### config.mk
export PLATFORM = sky130hd
export DESIGN_NAME = fifo_rd_packer
export DESIGN_NICKNAME = d
export VERILOG_FILES = /design/src/rtl/fifo_pack_pkg.sv /design/src/rtl/pack_flush_timer.sv /design/src/rtl/fifo_rd_packer.sv
export SDC_FILE = /design/constraint.sdc
export NUM_CORES = 1
export LEC_CHECK = 0
export CORE_MARGIN = 10
export CORE_UTILIZATION = 35
export DETAILED_ROUTE_END_ITERATION = 10
export DONT_BUFFER_PORTS = 1
export HOLD_SLACK_MARGIN = 0.1
export MAX_ROUTING_LAYER = met4
export RECOVER_POWER = 25
export REMOVE_ABC_BUFFERS = 1
export SETUP_SLACK_MARGIN = 0.5
export SLEW_MARGIN = 10
export SYNTH_ARGS = -nofsm -noshare
export SYNTH_HDL_FRONTEND = slang
export SYNTH_SLANG_ARGS = --single-unit
### constraint.sdc
create_clock -name r_clk -period 1.5 [get_ports r_clk]
set_input_delay 0.3 -clock r_clk [delete_from_list [all_inputs] [get_ports r_clk]]
set_output_delay 0.3 -clock r_clk [all_outputs]
set_load 0.01 [all_outputs]
### src/rtl/fifo_pack_pkg.sv
// Shared types and default sizing for the FIFO read-side packer.
package fifo_pack_pkg;

  localparam int unsigned WIDTH = 8;
  localparam int unsigned RATIO = 4;

  typedef logic [$clog2(RATIO):0]  lane_cnt_t;
  typedef logic [WIDTH*RATIO-1:0]  word_t;

  typedef enum logic {
    FILL = 1'b0,
    HOLD = 1'b1
  } pack_state_e;

endpackage

### src/rtl/pack_flush_timer.sv
// Idle-cycle counter for the packer; raises a flush request once TIMEOUT idle cycles have elapsed.
module pack_flush_timer #(
  parameter int unsigned TIMEOUT = 16
) (
  input  logic clk,
  input  logic rst_n,
  input  logic idle_i,
  input  logic ack_i,
  output logic flush_req_o
);

  localparam int unsigned TW = $clog2(TIMEOUT + 1);
  localparam logic [TW-1:0] TIMEOUT_C = TW'(TIMEOUT);

  logic [TW-1:0] timer_q, timer_d;
  logic          flush_req_q, flush_req_d;

  // Saturating count of consecutive idle cycles; an accepted flush restarts it.
  always_comb begin
    timer_d = '0;
    if (idle_i && !ack_i) begin
      if (timer_q != TIMEOUT_C) begin
        timer_d = timer_q + TW'(1);
      end else begin
        timer_d = timer_q;
      end
    end
    flush_req_d = (timer_d == TIMEOUT_C);
  end

  always_ff @(posedge clk or negedge rst_n) begin
    if (!rst_n) begin
      timer_q     <= '0;
      flush_req_q <= 1'b0;
    end else begin
      timer_q     <= timer_d;
      flush_req_q <= flush_req_d;
    end
  end

  assign flush_req_o = flush_req_q;

endmodule

### src/rtl/fifo_rd_packer.sv
// Pops WIDTH-bit FIFO entries and packs RATIO of them into one valid/ready word, lane 0 oldest.
// Define PACK_FLUSH_EN to build the idle timer that flushes a partial word after TIMEOUT cycles.
module fifo_rd_packer
  import fifo_pack_pkg::*;
#(
  parameter int unsigned WIDTH = fifo_pack_pkg::WIDTH,
  parameter int unsigned RATIO = fifo_pack_pkg::RATIO
`ifdef PACK_FLUSH_EN
  ,
  parameter int unsigned TIMEOUT = 16
`endif
) (
  input  logic                     r_clk,
  input  logic                     r_rst,
  input  logic                     empty,
  output logic                     rd,
  input  logic [WIDTH-1:0]         rd_data,
  output logic [WIDTH*RATIO-1:0]   out_data,
  output logic [$clog2(RATIO):0]   out_cnt,
  output logic                     out_valid,
  input  logic                     out_ready
);

  localparam int unsigned CW = $clog2(RATIO) + 1;
  localparam int unsigned LW = $clog2(RATIO);
  localparam logic [CW-1:0] RATIO_C = CW'(RATIO);

  logic [RATIO-1:0][WIDTH-1:0] acc_q, acc_d;
  logic [RATIO-1:0][WIDTH-1:0] out_data_q, out_data_d;
  logic [RATIO-1:0][WIDTH-1:0] flush_word_c;
  logic [CW-1:0]               cnt_q, cnt_d;
  logic [CW-1:0]               out_cnt_q, out_cnt_d;
  logic                        pend_q, pend_d;
  logic                        out_valid_q, out_valid_d;
  pack_state_e                 state_q, state_d;

  logic xfer_c;
  logic flush_c;
  logic rd_c;

`ifdef PACK_FLUSH_EN
  logic idle_c;
  logic flush_req;

  // Idle means a partial word is parked with nothing in flight and nothing to pop.
  assign idle_c = (cnt_q != '0) && (cnt_q < RATIO_C) && !pend_q && empty;

  pack_flush_timer #(
    .TIMEOUT (TIMEOUT)
  ) u_flush_timer (
    .clk         (r_clk),
    .rst_n       (r_rst),
    .idle_i      (idle_c),
    .ack_i       (flush_c),
    .flush_req_o (flush_req)
  );

  assign flush_c = flush_req && (!out_valid_q || out_ready);
`else
  assign flush_c = 1'b0;
`endif

  assign xfer_c = (state_q == HOLD) && (!out_valid_q || out_ready);

  // Never pop more than the accumulator can still take, counting the entry already in flight.
  assign rd_c = !empty && !flush_c && (((cnt_q + CW'(pend_q)) < RATIO_C) || xfer_c);
  assign rd   = rd_c;

  // Partial word for a flush: lanes not yet filled read as zero.
  always_comb begin
    flush_word_c = '0;
    for (int unsigned i = 0; i < RATIO; i++) begin
      if (CW'(i) < cnt_q) begin
        flush_word_c[i] = acc_q[i];
      end
    end
  end

  always_comb begin
    state_d     = state_q;
    cnt_d       = cnt_q;
    pend_d      = rd_c;
    acc_d       = acc_q;
    out_data_d  = out_data_q;
    out_cnt_d   = out_cnt_q;
    out_valid_d = out_valid_q;

    if (pend_q) begin
      acc_d[cnt_q[LW-1:0]] = rd_data;
      cnt_d                = cnt_q + CW'(1);
    end

    if (xfer_c) begin
      out_data_d  = acc_q;
      out_cnt_d   = RATIO_C;
      out_valid_d = 1'b1;
      cnt_d       = '0;
    end else if (flush_c) begin
      out_data_d  = flush_word_c;
      out_cnt_d   = cnt_q;
      out_valid_d = 1'b1;
      cnt_d       = '0;
    end else if (out_valid_q && out_ready) begin
      out_valid_d = 1'b0;
    end

    case (state_q)
      FILL:    if (cnt_d == RATIO_C) state_d = HOLD;
      HOLD:    if (xfer_c)           state_d = FILL;
      default:                       state_d = FILL;
    endcase
  end

  always_ff @(posedge r_clk or negedge r_rst) begin
    if (!r_rst) begin
      state_q     <= FILL;
      cnt_q       <= '0;
      pend_q      <= 1'b0;
      acc_q       <= '0;
      out_data_q  <= '0;
      out_cnt_q   <= '0;
      out_valid_q <= 1'b0;
    end else begin
      state_q     <= state_d;
      cnt_q       <= cnt_d;
      pend_q      <= pend_d;
      acc_q       <= acc_d;
      out_data_q  <= out_data_d;
      out_cnt_q   <= out_cnt_d;
      out_valid_q <= out_valid_d;
    end
  end

  assign out_data  = out_data_q;
  assign out_cnt   = out_cnt_q;
  assign out_valid = out_valid_q;

endmodule

==> metrics.md <==
| Metric | Value |
|---|---|
| Peak per-stage delay on the critical path | `0.37 ns` |
| Root Driver | `clkbuf_8` |
| Total power | `9.37 mW` |
| Critical Path Fanout Max | `2` |
| Area of the multi-input gates | `1330 µm²` |
| First-pass GRT wire length | `9400 µm` |
| Worst skew pair latency | `0.35 ns` |
| Fin crit share | `111%` |
| Initial antenna violation count | `0` |
| Initial Util | `36.4%` |
| Worst vdd ir | `1090 µV` |
| Pwr per Cell Area | `2440 nW/µm²` |
| Filler Cell Count | `681` |
| Status | `finished, violations left` |
| IO Pins | `49` |
| Inst Count DP | `270` |
| Hold_buf cts | `8` |
| GPL Wtd Cong | `0.674` |
| Failing checks | `hold timing, setup timing` |
| TritonRoute pass-1 iters | `4` |
| Reg2reg setup slack | `-0.02 ns` |
| Worst path bufs/invs | `1` |
| Register area | `1780 µm²` |
| Largest net degree at the start of global routing | `72` |
| Die ar. | `12200 µm²` |
| Final setup fails | `9` |
| Worst hold margin | `-0.359 ns` |
| RSZ-0062 raised after global routing | `yes` |
| Gr busiest metal | `met2` |
| I/O Buffers | `0` |
| Critical path type | `reg2out` |
| CTS clk-pin slew, worst paths | `0.08 ns` |
| Antenna cell count | `0` |
| M3 GR Usage | `3.60%` |
| CP Data Arrival Time | `1.36 ns` |
| Nets@finish | `222` |
| Tot GR Track Use | `10.9%` |
| Total Wirelength | `6130 µm` |
| Core area | `7850 µm²` |
| Final critical-path setup slack | `-0.160 ns` |
| Via Count | `1499` |
| Crit-path slowest cell | `dfrtp_1` |
| Chip Width | `110 µm` |
| Worst EP required | `1.20 ns` |
| Yosys reg bits | `71` |
| Core Rows | `32` |
| Finished Layout Cells | `312` |
| Remaining DRCs | `0` |
| Synthesized instance count | `168` |
| CP endpoint kind | `output pin` |
| Placement Setup Slack | `0.0860 ns` |
| Mean Syn Cell Area | `17.0 µm²` |
| CTS tree | `yes` |
| Met1 Use GR | `13.2%` |
| Area Overhead vs Synth | `34.3%` |
| Final min period | `1.66 ns` |
| Die H | `110 µm` |
| Leakage | `1.87 nW` |
| R2R Path Start | `cnt_q[0]` |
| Hold Path Class | `in2async` |
| Vias in the first global route | `1654` |
| Final Hold Violating Endpoints | `71` |
| GR Layer Usage met2 | `15.9%` |
| Final core occ | `48.9%` |
| Synthesized area | `2860 µm²` |
| Layout cells sized above 1 | `59.0%` |
| GR Overflow Total | `0` |
| F_max | `602 MHz` |
| Antenna Violating Nets Remaining | `0` |
| Crit path launch | `cnt_q[0]` |
| Ordered list of cells on the worst path | `ha_2, nand2_2, xnor2_2, a21oi_2, buf_4` |
| CTS max path bufs | `2` |
| CTS sink count | `71` |
| Count of cell types in the netlist | `20` |
| Max cap viols | `0` |
| CTS Buf Count | `9` |
| Final Skew | `0.0110 ns` |
| Post-synthesis sequential area ratio | `62.2%` |
| Iter 0 DRT Violations | `87` |
| CP delay by family, top | `flip-flops` |
| Post-detail-place hpwl | `3390 µm` |
| Clock H-tree levels | `3` |
| Synth warnings | `0` |
| Routed WL per cell | `19.6 µm` |
| Final Max Tran Viols | `0` |
| Vias per cell | `4.80` |
| Setup crit start kind | `flop` |
==> timing repair <==
| action | CTS | global route |
|---|---|---|
| resized for setup | 43 | 43 |
| endpoints found under the hold margin | 104 | 72 |
| cloned | 5 | 0 |
| pin swaps | 7 | 4 |
| endpoints found under the setup margin | 104 | 105 |
| buffers inserted | 8 | 5 |
==> metal layers <==
layer,wire [µm],vias up
met2,2760,40
li1,-,664
met3,453,11
met1,2810,784
met5,0,-
met4,114,0
==> area by class of cell <==
class | count | share of cell area, %
Clock buffer | 10 | 3.33
Clock inverter | 6 | 1.60
Inverter | 3 | 0.424
Multi-Input combinational cell | 90 | 34.7
Sequential cell | 71 | 46.4
Tap cell | 102 | 3.33
Timing Repair Buffer | 30 | 10.2
==> cells by family after synthesis <==
| group | count (synthesis) | synth area share, % |
|---|---|---|
| flip-flops | 71 | 62.2 |
| AND/OR/NAND/NOR | 12 | 2.93 |
| other | 1 | 0.131 |
| XOR/XNOR | 2 | 0.613 |
| buffers and inverters | 9 | 2.28 |
| adder cells (fa/ha/maj) | 5 | 2.19 |
| multiplexers | 65 | 29.0 |
| AO/OA/AOI/OAI | 3 | 0.657 |
==> registers in the layout, summed over array words and instances (netlist names) <==
name,cells
pend_q,1
cnt_q,3
acc_q,32
state_q,1
out_valid,1
out_data,32
out_cnt,1
==> placed cells by master (no fill, tap or decap), drive strengths merged, types with 2 or more instances in the layout <==
| cell | count |
|---|---|
| conb | 2 |
| dlygate4sd3 | 8 |
| mux2 | 64 |
| a21oi | 2 |
| clkbuf | 10 |
| buf | 22 |
| inv | 3 |
| clkinv | 4 |
| nand2 | 8 |
| ha | 5 |
| nand2b | 2 |
| dfrtp | 71 |
| and2 | 2 |
| xnor2 | 2 |
==> metrics by stage <==
step                cell area (µm²)  TNS, ns
floorplan                      2810        0
global placement               3000        0
detailed placement             3000        0
CTS                            3610   -0.182
global route                   3830   -0.639
finish                         3830   -0.238
==> worst register-to-register path: cells and delay by family, from the launching register on <==
family / cells / cell delay [ns]
muxes: 1 / 0.32
and+or+nand+nor: 1 / 0.11
DFF: 1 / 0.40
adders and majority gates: 1 / 0.14
buffers and inverters: 4 / 0.43
==> synthesized netlist by cell type <==
library cell	count	area (µm²)
inv_1	3	11.3
nand2b_4	1	13.8
mux2_2	38	428
nand2_1	2	7.51
and2_1	2	12.5
xnor2_1	2	17.5
buf_2	1	5.00
nand2b_1	1	6.26
nand2_4	1	11.3
buf_6	3	33.8
mux2_4	26	390
a21oi_1	2	10.0
o2bb2ai_1	1	8.76
nor3b_1	1	7.51
buf_4	2	15.0
mux2i_1	1	10.0
dfrtp_1	71	1780
ha_1	5	62.6
nand2_2	4	25.0
conb_1	1	3.75
==> report_power, final <==
group	switching (mW)	leakage [nW]	internal (mW)
registers	0.889	0.836	2.91
clock network	0.717	0.0960	0.762
logic	1.33	0.933	2.75
==> final timing paths <==
check,endpoint,cells past startpoint
worst min register to register,out_data[5],1
min in group r_clk,pend_q,1
worst min-delay path,out_data[0],0
worst max-delay path,rd,5
max in group asynchronous,state_q,0
worst max register to register,acc_q[21],7
(Power assumes the default switching activity.)
